`src/rtl/pass_lock_pkg.sv`:
```
// Shared types and width helpers for the pass_lock_unit block.
// Latency: n/a (declarations only).
// Backpressure: n/a.
package pass_lock_pkg;

  typedef enum logic [2:0] {
    S_IDLE,
    S_ENTRY,
    S_CHECK,
    S_GRANT,
    S_DENY,
    S_LOCKED
  } state_t;

  // Width of the tries_left counter: must hold 0..max_tries.
  function automatic int tries_width(input int max_tries);
    return $clog2(max_tries + 1);
  endfunction

  // Width of the lockout counter: must hold 0..lock_cycles.
  function automatic int lock_width(input int lock_cycles);
    return $clog2(lock_cycles + 1);
  endfunction

  // Digit position counter; at least one bit even for single-digit codes.
  function automatic int count_width(input int digits);
    return (digits > 1) ? $clog2(digits) : 1;
  endfunction

endpackage

```
`src/rtl/pass_lock_unit_if.sv`:
```
// Handshake/bus bundle between the access controller and pass_lock_unit.
// Latency: n/a (wiring only).
// Backpressure: none; digits are offered with digit_valid and dropped when the unit is busy.
// Ports: master drives key_load/key_in/digit_valid/digit_in/clear and observes
//        granted/denied/locked/tries_left/busy (+timeout with PASS_CHECK_TIMEOUT_EN);
//        slave is the pass_lock_unit side.
interface pass_lock_unit_if
  import pass_lock_pkg::*;
#(
  parameter int DIGIT_W   = 4,
  parameter int DIGITS    = 4,
  parameter int MAX_TRIES = 3
);
  localparam int CODE_W = DIGIT_W * DIGITS;
  localparam int TW     = tries_width(MAX_TRIES);

  logic              key_load;
  logic [CODE_W-1:0] key_in;
  logic              digit_valid;
  logic [DIGIT_W-1:0] digit_in;
  logic              clear;
  logic              granted;
  logic              denied;
  logic              locked;
  logic [TW-1:0]     tries_left;
  logic              busy;
`ifdef PASS_CHECK_TIMEOUT_EN
  logic              timeout;
`endif

  modport master (
    output key_load, key_in, digit_valid, digit_in, clear,
    input  granted, denied, locked, tries_left, busy
`ifdef PASS_CHECK_TIMEOUT_EN
    , input timeout
`endif
  );

  modport slave (
    input  key_load, key_in, digit_valid, digit_in, clear,
    output granted, denied, locked, tries_left, busy
`ifdef PASS_CHECK_TIMEOUT_EN
    , output timeout
`endif
  );

endinterface

```
`src/rtl/pass_lock_timer.sv`:
```
// Loadable down-counter with a done flag; stops at zero without wrapping.
// Latency: load_val visible one edge after load; done is combinational from the count.
// Backpressure: none.
// Ports: clk, rst (sync, active-high), load/load_val, en (decrement), done (count == 0).
module pass_lock_timer #(
  parameter int W = 8
) (
  input  logic         clk,
  input  logic         rst,
  input  logic         load,
  input  logic [W-1:0] load_val,
  input  logic         en,
  output logic         done
);

  logic [W-1:0] cnt;

  always_ff @(posedge clk) begin
    if (rst) begin
      cnt <= '0;
    end else if (load) begin
      cnt <= load_val;
    end else if (en && (cnt != '0)) begin
      cnt <= cnt - W'(1);
    end
  end

  assign done = (cnt == '0);

endmodule

```
`src/rtl/pass_lock_unit.sv`:
```
// Sequential password checker: collects DIGITS digits, compares with the key, pulses grant/deny, locks out after MAX_TRIES failures.
// Latency: granted/denied appear two cycles after the last digit is sampled; all outputs registered.
// Backpressure: none; digits, clear and key_load offered while busy are silently dropped.
// Ports: clk, rst (sync, active-high), bus (pass_lock_unit_if.slave).
// Optional: PASS_CHECK_TIMEOUT_EN adds an inter-digit idle timeout and the timeout pulse.
module pass_lock_unit
  import pass_lock_pkg::*;
#(
  parameter int DIGIT_W     = 4,
  parameter int DIGITS      = 4,
  parameter int MAX_TRIES   = 3,
  parameter int LOCK_CYCLES = 1000
`ifdef PASS_CHECK_TIMEOUT_EN
  , parameter int TIMEOUT_CYCLES = 500
`endif
) (
  input logic clk,
  input logic rst,
  pass_lock_unit_if.slave bus
);

  localparam int CODE_W = DIGIT_W * DIGITS;
  localparam int TW     = tries_width(MAX_TRIES);
  localparam int LW     = lock_width(LOCK_CYCLES);
  localparam int CW     = count_width(DIGITS);

  state_t            state;
  logic [CODE_W-1:0] key_r;
  logic [CODE_W-1:0] entry_r;
  logic [CW-1:0]     cnt;
  logic [TW-1:0]     tries_r;
  logic              granted_r;
  logic              denied_r;
  logic              locked_r;
  logic              busy_r;

  logic can_enter;
  logic take_digit;
  logic last_digit;
  logic code_match;
  logic lock_start;
  logic lock_done;

  assign can_enter  = (state == S_IDLE) || (state == S_ENTRY);
  // clear beats a digit everywhere; key_load beats a digit only in IDLE.
  assign take_digit = can_enter && bus.digit_valid && !bus.clear &&
                      !((state == S_IDLE) && bus.key_load);
  assign last_digit = (cnt == CW'(DIGITS - 1));
  assign code_match = (entry_r == key_r);
  assign lock_start = (state == S_CHECK) && !code_match && (tries_r == TW'(1));

  // Loaded with LOCK_CYCLES-1 on entry to LOCKED so the exit edge lands
  // exactly LOCK_CYCLES cycles after locked rises.
  pass_lock_timer #(.W(LW)) u_lock_timer (
    .clk      (clk),
    .rst      (rst),
    .load     (lock_start),
    .load_val (LW'(LOCK_CYCLES - 1)),
    .en       (state == S_LOCKED),
    .done     (lock_done)
  );

`ifdef PASS_CHECK_TIMEOUT_EN
  localparam int IW = lock_width(TIMEOUT_CYCLES);
  logic idle_done;
  logic timeout_r;

  // Reloaded on every accepted digit; expires after TIMEOUT_CYCLES idle ENTRY cycles.
  pass_lock_timer #(.W(IW)) u_idle_timer (
    .clk      (clk),
    .rst      (rst),
    .load     (take_digit),
    .load_val (IW'(TIMEOUT_CYCLES - 1)),
    .en       (state == S_ENTRY),
    .done     (idle_done)
  );

  assign bus.timeout = timeout_r;
`endif

  always_ff @(posedge clk) begin
    if (rst) begin
      state     <= S_IDLE;
      key_r     <= '0;
      entry_r   <= '0;
      cnt       <= '0;
      tries_r   <= TW'(MAX_TRIES);
      granted_r <= 1'b0;
      denied_r  <= 1'b0;
      locked_r  <= 1'b0;
      busy_r    <= 1'b0;
`ifdef PASS_CHECK_TIMEOUT_EN
      timeout_r <= 1'b0;
`endif
    end else begin
      granted_r <= 1'b0;
      denied_r  <= 1'b0;
`ifdef PASS_CHECK_TIMEOUT_EN
      timeout_r <= 1'b0;
`endif
      case (state)
        S_IDLE, S_ENTRY: begin
          if ((state == S_IDLE) && bus.key_load) begin
            key_r <= bus.key_in;
          end
          if (bus.clear) begin
            entry_r <= '0;
            cnt     <= '0;
            state   <= S_IDLE;
          end else if (take_digit) begin
            // First digit ends up in the MSBs after DIGITS shifts.
            entry_r <= (entry_r << DIGIT_W) | CODE_W'(bus.digit_in);
            if (last_digit) begin
              cnt    <= '0;
              state  <= S_CHECK;
              busy_r <= 1'b1;
            end else begin
              cnt   <= cnt + CW'(1);
              state <= S_ENTRY;
            end
          end
`ifdef PASS_CHECK_TIMEOUT_EN
          else if ((state == S_ENTRY) && idle_done) begin
            entry_r   <= '0;
            cnt       <= '0;
            state     <= S_IDLE;
            timeout_r <= 1'b1;
          end
`endif
        end
        S_CHECK: begin
          entry_r <= '0;
          if (code_match) begin
            state     <= S_GRANT;
            granted_r <= 1'b1;
            tries_r   <= TW'(MAX_TRIES);
          end else if (tries_r == TW'(1)) begin
            state    <= S_LOCKED;
            denied_r <= 1'b1;
            locked_r <= 1'b1;
            tries_r  <= '0;
          end else begin
            state    <= S_DENY;
            denied_r <= 1'b1;
            tries_r  <= tries_r - TW'(1);
          end
        end
        S_GRANT, S_DENY: begin
          state  <= S_IDLE;
          busy_r <= 1'b0;
        end
        S_LOCKED: begin
          if (lock_done) begin
            state    <= S_IDLE;
            locked_r <= 1'b0;
            busy_r   <= 1'b0;
            tries_r  <= TW'(MAX_TRIES);
          end
        end
        default: begin
          state  <= S_IDLE;
          busy_r <= 1'b0;
        end
      endcase
    end
  end

  assign bus.granted    = granted_r;
  assign bus.denied     = denied_r;
  assign bus.locked     = locked_r;
  assign bus.tries_left = tries_r;
  assign bus.busy       = busy_r;

endmodule

```
`src/flat_wrapper.sv`:
```
// flat-port wrapper written by rule: the top's interface ports become plain ports
module pass_lock_unit_flat import pass_lock_pkg::*;
#(
  parameter int DIGIT_W     = 4,
  parameter int DIGITS      = 4,
  parameter int MAX_TRIES   = 3,
  parameter int LOCK_CYCLES = 1000

)
  (clk, rst, bus_key_load, bus_key_in, bus_digit_valid, bus_digit_in, bus_clear, bus_granted, bus_denied, bus_locked, bus_tries_left, bus_busy);
  pass_lock_unit_if #(.DIGIT_W(DIGIT_W), .DIGITS(DIGITS), .MAX_TRIES(MAX_TRIES)) bus_i ();
  input logic clk;
  input logic rst;
  input wire logic [$bits(bus_i.key_load)-1:0] bus_key_load;
  input wire logic [$bits(bus_i.key_in)-1:0] bus_key_in;
  input wire logic [$bits(bus_i.digit_valid)-1:0] bus_digit_valid;
  input wire logic [$bits(bus_i.digit_in)-1:0] bus_digit_in;
  input wire logic [$bits(bus_i.clear)-1:0] bus_clear;
  output wire logic [$bits(bus_i.granted)-1:0] bus_granted;
  output wire logic [$bits(bus_i.denied)-1:0] bus_denied;
  output wire logic [$bits(bus_i.locked)-1:0] bus_locked;
  output wire logic [$bits(bus_i.tries_left)-1:0] bus_tries_left;
  output wire logic [$bits(bus_i.busy)-1:0] bus_busy;
  assign bus_i.key_load = bus_key_load;
  assign bus_i.key_in = bus_key_in;
  assign bus_i.digit_valid = bus_digit_valid;
  assign bus_i.digit_in = bus_digit_in;
  assign bus_i.clear = bus_clear;
  assign bus_granted = bus_i.granted;
  assign bus_denied = bus_i.denied;
  assign bus_locked = bus_i.locked;
  assign bus_tries_left = bus_i.tries_left;
  assign bus_busy = bus_i.busy;
  pass_lock_unit #(.DIGIT_W(DIGIT_W), .DIGITS(DIGITS), .MAX_TRIES(MAX_TRIES), .LOCK_CYCLES(LOCK_CYCLES)) u_core (.clk(clk), .rst(rst), .bus(bus_i));
endmodule
```
`config.mk`:
```
export PLATFORM = sky130hd
export DESIGN_NAME = pass_lock_unit_flat
export DESIGN_NICKNAME = d
export VERILOG_FILES = /design/src/rtl/pass_lock_pkg.sv /design/src/rtl/pass_lock_unit_if.sv /design/src/rtl/pass_lock_timer.sv /design/src/rtl/pass_lock_unit.sv /design/src/flat_wrapper.sv
export SDC_FILE = /design/constraint.sdc
export NUM_CORES = 1
export LEC_CHECK = 0
export CORE_UTILIZATION = 43
export CTS_CLUSTER_DIAMETER = 50
export DETAILED_ROUTE_END_ITERATION = 10
export GPL_ROUTABILITY_DRIVEN = 0
export PLACE_DENSITY_LB_ADDON = 0.3
export SYNTH_ARGS = -nofsm -noshare
export SYNTH_HDL_FRONTEND = slang
export SYNTH_SLANG_ARGS = --single-unit
```
`constraint.sdc`:
```
create_clock -name clk -period 1.6 [get_ports clk]
set_input_delay 0.16 -clock clk [delete_from_list [all_inputs] [get_ports clk]]
set_output_delay 0.16 -clock clk [all_outputs]
set_load 0.02 [all_outputs]
```
Word-level counts from Yosys, hierarchy flattened
Cells that the tools add are included.
{ "word_totals": {"in_bits": 25, "reg_bits": 53, "out_inout_bits": 6, "word_cells": 86} }
{ "op_classes": {"bitwise_logic": 2, "reduce_logical": 28, "add_sub_neg": 3, "n_eq_ne": 13, "muxes": 29} }
{ "ops": {"columns": ["cell", "count"], "rows": [
  ["$mux 16", 2],
  ["$pmux 16 s2", 1],
  ["$mux 10", 2],
  ["$eq 16x16->1", 1],
  ["$or 16x4->16", 1],
  ["$mux 2", 7],
  ["$mux 3", 4],
  ["$logic_not 10->1", 1],
  ["$reduce_and 2->1", 5],
  ["$reduce_bool 10->1", 1],
  ["$sub 10x1->10 const B", 1],
  ["$mux 1", 9],
  ["$pmux 3 s3", 1],
  ["$reduce_bool 2->1", 4],
  ["$logic_and 1x1->1", 7],
  ["$ne 2x1->1 const B", 3],
  ["$ne 2x2->1 const B", 3],
  ["$reduce_or 2->1", 3],
  ["$reduce_and 5->1", 1],
  ["$pmux 2 s2", 1],
  ["$reduce_and 4->1", 1],
  ["$eq 3x1->1 const B", 1],
  ["$eq 3x2->1 const B", 1],
  ["$eq 3x3->1 const B", 1],
  ["other kinds (11)", 13]
]} }

Logic depth before layout (Yosys ltp)
Gate-level depths: netlist (run 1).
{ "depth": {"word_depth": 8, "mapped_depth": 8, "depth_no_buf": 7} }

Modules after synthesis
Synthesis (run 1) repeated with hierarchy kept, for this count alone.
{ "unflattened": {"cells_unflattened": 305, "hier_area_um2": 2680.1} }
{ "by_module_without_submodules": {"columns": ["module", "instances", "seq_area_each_um2", "area_per_inst_um2", "cells_per_inst"], "rows": [
  ["pass_lock_unit", 1, 860.8, 2053.2, 233],
  ["pass_lock_timer", 1, 200.2, 626.9, 72]
]} }

Least setup slack after synthesis (run 1)
Ideal clock, no wire load.
{ "synth_path": {"path_type": "register to register", "start": "register u_core.state[2]", "end": "register u_core.entry_r[10]", "t_required_ns": 1.468, "stages_incl_launch_ff": 8, "setup_slack_ns": -0.115, "setup_ns": 0.132, "arrival_time_ns": 1.583, "path_buffers": 2, "synth_period_minus_slack_ns": 1.715, "cell_sequence": "dfxtp_1 buf_6 or4b_4 a21boi_2 nor2_1 clkbuf_1 nand3_1 a21oi_1"} }
{ "synth_between": {"elab_chain_cells": 7, "elab_cells_between_ends": 14, "cone_classes": "eq/ne: 3; mux: 1; reduce/logical: 10"} }
{ "synth_lines": {"columns": ["item", "line", "source"], "rows": [
  ["from (decl)", "pass_lock_unit.sv:27", "state_t state;"],
  ["from (signal assigned)", "pass_lock_unit.sv:83", "state <= S_IDLE;"],
  ["from (signal assigned)", "pass_lock_unit.sv:109", "state <= S_IDLE;"],
  ["from (signal assigned)", "pass_lock_unit.sv:115", "state <= S_CHECK;"],
  ["$eq 3x1->1 or $logic_not 3->1 (tied branches)", "pass_lock_unit.sv:44, pass_lock_unit.sv:101, pass_lock_unit.sv:47", null],
  ["$logic_or 1x1->1", "pass_lock_unit.sv:44", "assign can_enter = (state == S_IDLE) || (state == S_ENTRY);"],
  ["$logic_and 1x1->1 (3 in a row)", "pass_lock_unit.sv:46", "assign take_digit = can_enter && bus.digit_valid && !bus.clear &&"],
  ["$ne 3x2->1 (no source line)", null, null],
  ["$reduce_and 2->1 (no source line)", null, null],
  ["to (signal assigned)", "pass_lock_unit.sv:112", "entry_r <= (entry_r << DIGIT_W) | CODE_W'(bus.digit_in);"],
  ["to (decl)", "pass_lock_unit.sv:29", "logic [CODE_W-1:0] entry_r;"]
]} }
Parallel ways exist; a longest one is shown, timed or not.
A chain may end at the register's enable or synchronous reset.

Worst setup path after layout (run 1)
{ "layout_path": {"start": "register u_core.state[2]", "end": "register u_core.state[0]"} }
{ "layout_between": {"elab_chain_cells": 7, "elab_cells_between_ends": 15, "cone_classes": "eq/ne: 5; mux: 1; reduce/logical: 9"} }
{ "layout_lines": {"columns": ["item", "line"], "rows": [
  ["$eq 3x1->1 or $logic_not 3->1 (tied branches)", "pass_lock_unit.sv:44, pass_lock_unit.sv:101, pass_lock_unit.sv:47"],
  ["$logic_or 1x1->1", "pass_lock_unit.sv:44"],
  ["$logic_and 1x1->1 (3 in a row)", "pass_lock_unit.sv:46"],
  ["$ne 3x2->1 (no source line)", null],
  ["$reduce_and 2->1 (no source line)", null]
]} }
Parallel ways exist; a longest one is shown, timed or not.

==> results.ini, run 1 <==
[flow_run]
cap_violations = 0

[sta]
rsz0062_at_grt = yes
maxSlewViolCount = 0
hold_viol = 0
period_share_pct = 107
min_period_ns = 1.70
tightest_slew_ns = 0.439
max_freq_mhz = 587
holdWs_ns = 0.388
slew_headroom_pct = 70.5
setup_viol_count_final = 26
setup_ws_ns = -0.104
skew_ns = 0.00643

[worst_setup_path]
crit_path_end_kind = flip-flop
crit_slowest_cell = or4_1
cpPeakStageDelay_ns = 0.52
critPathRequiredTime_ns = 1.80
reg2regPathDepth = 6
arrival_ns = 1.90
crit_fanout = 4
worstSetupPathType = reg2reg
crit_chain = buf_4, nor3_1, a21boi_4, or2_4, or4_1, o311ai_0
start_kind = flip-flop

[detailed_routing]
route.detailed.drc = 0
firstDrtPassIters = 4
viasPerCell = 5.10
wirelength_mm = 5.64
postRouteAntennaNets = 0
drt_iter0_markers = 123
wl_per_cell_um = 13.3
vias = 2158

[clock_tree]
cts_tree = built
numCtsBuffers = 5
clockBufferDepth = 2
htreeDepth = 2
holdBufCountCts = 0
clkSinkCount = 53
cts_root_buf = clkbuf_8
clkTransAtPathRegs_ns = 0.10
worstSkewPairLatency_ns = 0.31

[status]
status = finished with violations
violations = setup timing

[power_and_ir_drop]
peakVddDrop_mv = 0.363
leakagePower_uw = 0.00124
power_density_nw_per_um2 = 756

[worst_hold_path]
hold_depth = 3
hp-class = in2reg

[die]
io_pins = 31
start_util_pct = 45.0
fp-row-count = 26
fp.dieArea_um2 = 5710
die_w_um = 75.6
die_y_um = 75.6
core_area_um2 = 5170

[yosys]
syn-num-nets = 305
synthCells = 277
synth_fa_ha_area_share_pct = 1.61
synth_top_family_by_area = simple AND/OR/NAND/NOR gates
seq_area_frac_synth_pct = 45.6
ys_top_cells_by_area = dfxtp_1, nand2_1, a21oi_1
synth_xor_area_share_pct = 9.03
synth_compound_area_share_pct = 15.6
ys.warnings.count = 0
synth_top_cells_by_count = nand2_1, dfxtp_1, a21oi_1
synth_ff_type = dfxtp_1
syn_area_um2 = 2330
synth.distinct_cells = 37
synth_top_area_share_pct = 45.6
async_flop_share_pct = 0
yosys.area_share.simple_pct = 23.7
synthMuxAreaShare_pct = 0
synth_edf_count = 0
syn_area_per_cell_um2 = 8.40
synthMostInstantiatedCell = nand2_1
ys_seq_elements = 53
yosysTopAreaCell = dfxtp_1

[cells_and_area]
antennaDiodeCount = 0
fillers = 424
syn_to_final_growth_pct = 41.7
final_area_um2 = 3300
nets = 380
drive_gt1_share_pct = 26.1

[place]
dp_hpwl_mm = 3.70
postPlaceCellArea_um2 = 2970
place_ws_ns = -0.504
port-buffer-count = 30

[global_routing]
overflow = 0
grt_pass1_wl_mm = 8.95
first_global_vias = 1927
grt_max_degree = 38
antenna_found_initial = 0
track_usage_pct = 20.8

-- registers in the layout, indices dropped and copies added (netlist names) --
signal                   cells
u_core.bus.locked            1
u_core.bus.busy              1
u_core.bus.granted           1
u_core.cnt                   2
u_core.bus.tries_left        2
u_core.key_r                16
u_core.bus.denied            1
u_core.state                 3
u_core.entry_r              16
u_core.u_lock_timer.cnt     10
-- repair_timing --
item / CTS / global route
setup endpoints to repair: 34 / 37
resized for setup: 12 / 29
pin swaps: 0 / 11
setup buffers: 6 / 4
cloned: 0 / 1
-- kinds of logic (layout without fill, tap and decap cells) --
kind of cell / Yosys count / count (layout)
flip-flops: 53 / 53
XOR/XNOR: 24 / 24
buffers and inverters: 21 / 97
adder cells (fa/ha/maj): 3 / 3
AND/OR/NAND/NOR: 115 / 115
AO/OA/AOI/OAI: 61 / 61
-- through the flow --
stage               util [%]  setup TNS [ns]  power [µW]  std cells
global placement        57.5          -11.18        1700        404
CTS                     61.0          -0.288        2480        418
detailed placement      57.5          -11.77        1700        404
global route            63.7           -3.40        2610        423
finish                  63.7           -1.25        2490        423
floorplan                  -          -0.899        1560        277
-- worst max-delay path, delay by kind of cell (launching register included) --
kind                   cells  cell delay [ns]
AND/OR/NAND/NOR            3             0.87
flip-flops                 1             0.36
buffers and inverters      1             0.11
AO/OA/AOI/OAI              2             0.26
-- metal layers --
metal / wire, µm / global-route usage (%) / vias up
met1: 2750 / 29.5 / 993
met4: 42 / 5.56 / 0
met5: 0 / 0 / -
met2: 2650 / 32.0 / 50
met3: 197 / 4.37 / 4
li1: - / - / 1111
-- where the power goes --
part | internal [µW] | switching (µW)
logic | 178 | 154
registers | 1350 | 27.2
clock network | 319 | 461
-- final cells by class --
type                    instances  area (µm²)  share of cell area [%]
clock buffers                   5        68.8                    2.09
clock inverters                 3        26.3                   0.797
inverters                       6        22.5                   0.683
multi-input cells             203        1280                    38.8
flip-flops and latches         53        1070                    32.4
well taps                      70        87.6                    2.66
repair buffers                 83         743                    22.5
-- cells in the final DEF, fill, tap and decap left out, types with 7 or more instances in the layout --
master           instances
nand3_1                 18
nand2_1                 55
clkdlybuf4s50_1         30
a21oi_1                 33
buf_4                   48
xnor2_1                 20
nor3_1                   8
dfxtp_1                 48
nor2_1                   8
nand4_1                  7
-- path summary, 6_finish.rpt --
| path | from | endpoint | slack, ns |
|---|---|---|---|
| hold / removal | bus_key_in[9] | u_core.key_r[9] | 0.39 |
| setup reg to reg | u_core.state[2] | u_core.state[0] | -0.10 |
| setup / recovery | u_core.state[2] | u_core.state[0] | -0.10 |
| hold reg to reg | u_core.bus.locked | u_core.bus.locked | 0.45 |
Note: power is estimated with default switching activity, not from simulation.
==> run 2: changes to the inputs <==
--- a/config.mk
+++ b/config.mk
@@ -5,6 +5,7 @@
 export SDC_FILE = /design/constraint.sdc
 export NUM_CORES = 1
 export LEC_CHECK = 0
+export CAP_MARGIN = 15
 export CORE_UTILIZATION = 43
 export CTS_CLUSTER_DIAMETER = 50
 export DETAILED_ROUTE_END_ITERATION = 10
==> constraint.sdc (replaced) <==
create_clock -name clk -period 1.4 [get_ports clk]
set_input_delay 0.14 -clock clk [delete_from_list [all_inputs] [get_ports clk]]
set_output_delay 0.14 -clock clk [all_outputs]
set_load 0.02 [all_outputs]
==> run 2 against run 1 <==
First-iteration DRC count increased by 20%. Design area increased by 4.4%. Combinational power increased by 17%. Worst setup slack got worse by 0.15 ns. Critical path depth unchanged. Global-route usage increased by 1.1 points. Maximum frequency increased by 2.8%. Clock skew increased by 0.0032 ns. Cell count increased by 2.6%. The run still ends with setup timing left. Power increased by 20%.
==> results.ini, run 2 (synthesis gave the netlist of run 1 again) <==
[status]
status = finished with violations
violations = setup timing

[global_routing]
overflow = 0
antenna_found_initial = 0
first_global_vias = 2016
grt_pass1_wl_mm = 9.28
track_usage_pct = 21.9
grt_max_degree = 18

[worst_setup_path]
r2r-end = u_core.entry_r[9]
critPathBufInv = 1
crit_fanout = 16
cpPeakStageDelay_ns = 0.56
r2r_start = u_core.state[2]
arrival_ns = 1.90
crit_slowest_cell = or4b_4
crit_path_end_kind = flip-flop
start_kind = flip-flop
crit_family = simple AND/OR/NAND/NOR gates
critPathRequiredTime_ns = 1.64
reg2regPathDepth = 6
crit_chain = or4b_4, a21boi_4, or2_4, buf_12, nand2_1, a21oi_1
worstSetupPathType = reg2reg
r2r_slack_ns = -0.26

[detailed_routing]
wirelength_mm = 5.72
postRouteAntennaNets = 0
firstDrtPassIters = 4
wl_per_cell_um = 13.2
vias = 2244
drt_iter0_markers = 148
viasPerCell = 5.17
route.detailed.drc = 0

[cells_and_area]
syn_to_final_growth_pct = 47.9
layout_common_cells = buf_4, nand2_1, dfxtp_1
multi_input_area_um2 = 1330
top_regs = u_core.entry_r (16), u_core.key_r (16), u_core.u_lock_timer.cnt (10)
drive_gt1_share_pct = 31.9
regArea_um2 = 1080
final_common_cell = buf_4
nets = 391
fillers = 423
post-route-util_pct = 66.5
antennaDiodeCount = 0

[sta]
max_freq_mhz = 603
setup_viol_count_final = 37
skew_ns = 0.00967
tns_ns = -7.46
rsz0062_at_grt = yes
hold_viol = 0
slew_headroom_pct = 79.9
tightest_slew_ns = 0.300
min_period_ns = 1.66
maxSlewViolCount = 0
setup_ws_ns = -0.258
period_share_pct = 118

[power_and_ir_drop]
leakagePower_uw = 0.00138
peakVddDrop_mv = 0.753
power_density_nw_per_um2 = 871

[clock_tree]
clockBufferDepth = 2
worstSkewPairLatency_ns = 0.31
cts_root_buf = clkbuf_8
cts_tree = built
htreeDepth = 2
clkSinkCount = 53
numCtsBuffers = 5
holdBufCountCts = 0
clkTransAtPathRegs_ns = 0.09

[die]
die_y_um = 75.6
io_pins = 31
core_area_um2 = 5170
start_util_pct = 45.0
die_w_um = 75.6
fp-row-count = 26
fp.dieArea_um2 = 5710

[worst_hold_path]
min_from = bus_key_in[14]
hp-class = in2reg
hold_depth = 3
hold_path_end = u_core.key_r[14]

[place]
dp_hpwl_mm = 3.90
port-buffer-count = 30

[flow_run]
cap_violations = 0

-- run 2: changes by cell type in the layout (fill, tap and decap cells not counted), moves of 4 or more --
| cell | change |
|---|---|
| buf_4 | +10 |
| clkdlybuf4s50_1 | -6 |
| dfxtp_1 | -10 |
| dfxtp_2 | +10 |
| dlygate4sd2_1 | +4 |
| xnor2_1 | -6 |
| xnor2_2 | +6 |
-- run 2: how the worst max path moves through the flow --
stage	start	end	slack, ns	cells after the start
3_3_place_gp	bus_clear	u_core.state[0]	-0.47	6
4_1_cts	u_core.state[0]	u_core.bus.busy	-0.23	5
2_1_floorplan	u_core.state[2]	u_core.entry_r[11]	-0.29	8
6_report	u_core.state[2]	u_core.entry_r[9]	-0.26	6
5_1_grt	u_core.state[2]	u_core.entry_r[9]	-0.35	6
3_5_place_dp	bus_clear	u_core.state[0]	-0.51	6
-- run 2: routing by layer --
metal | part of all wire (%) | wire, µm | global-route usage, %
met3 | 5.1 | 290 | 5.95
met5 | 0 | 0 | 0
met1 | 48 | 2720 | 30.4
met4 | 1.7 | 97 | 8.64
met2 | 46 | 2610 | 32.3
-- run 2: worst register-to-register path: cells and delay by family (launching register included) --
family	cells	cell delay, ns
compound gates	2	0.30
buf+inv	1	0.14
flops	1	0.35
simple gates	3	0.80
-- run 2: cell type report --
class                      count  share of cell area [%]
tap                           70                    2.54
clock buffer                   6                    2.11
timing repair buffer          94                    23.6
clock inverter                 2                    1.13
inverter                       6                   0.654
multi-input combinational    203                    38.5
sequential                    53                    31.4
-- run 2: timing repair --
item                       in CTS  in global routing
buffers inserted                2                  3
gates resized for setup        30                 18
pin swaps                      11                 11
setup endpoints to repair      41                 54
-- run 2: through the flow --
step | total power (µW) | instances | instance area (µm²) | worst slack (ns) | hold WS [ns]
floorplan | 1790 | 277 | 2400 | -0.286 | 0.276
global placement | 1950 | 421 | 3150 | -0.471 | 0.445
detailed placement | 1960 | 421 | 3150 | -0.507 | 0.452
CTS | 3000 | 431 | 3350 | -0.229 | 0.359
global route | 3130 | 434 | 3440 | -0.347 | 0.363
finish | 3000 | 434 | 3440 | -0.258 | 0.364
-- run 2: report_power, final --
group / leakage, µW / internal, µW / switching, µW / total (µW)
logic: 0.000883 / 213 / 175 / 388
clock network: 0.0000554 / 537 / 493 / 1030
registers: 0.000438 / 1550 / 32.2 / 1580
==> run 3: changes to the inputs <==
--- a/config.mk
+++ b/config.mk
@@ -11,6 +11,7 @@
 export DETAILED_ROUTE_END_ITERATION = 10
 export GPL_ROUTABILITY_DRIVEN = 0
 export PLACE_DENSITY_LB_ADDON = 0.3
+export SLEW_MARGIN = 20
 export SYNTH_ARGS = -nofsm -noshare
 export SYNTH_HDL_FRONTEND = slang
 export SYNTH_SLANG_ARGS = --single-unit
==> results of run 3 <==
Same layout as run 2: the final DEF is identical, and so are final timing and power.
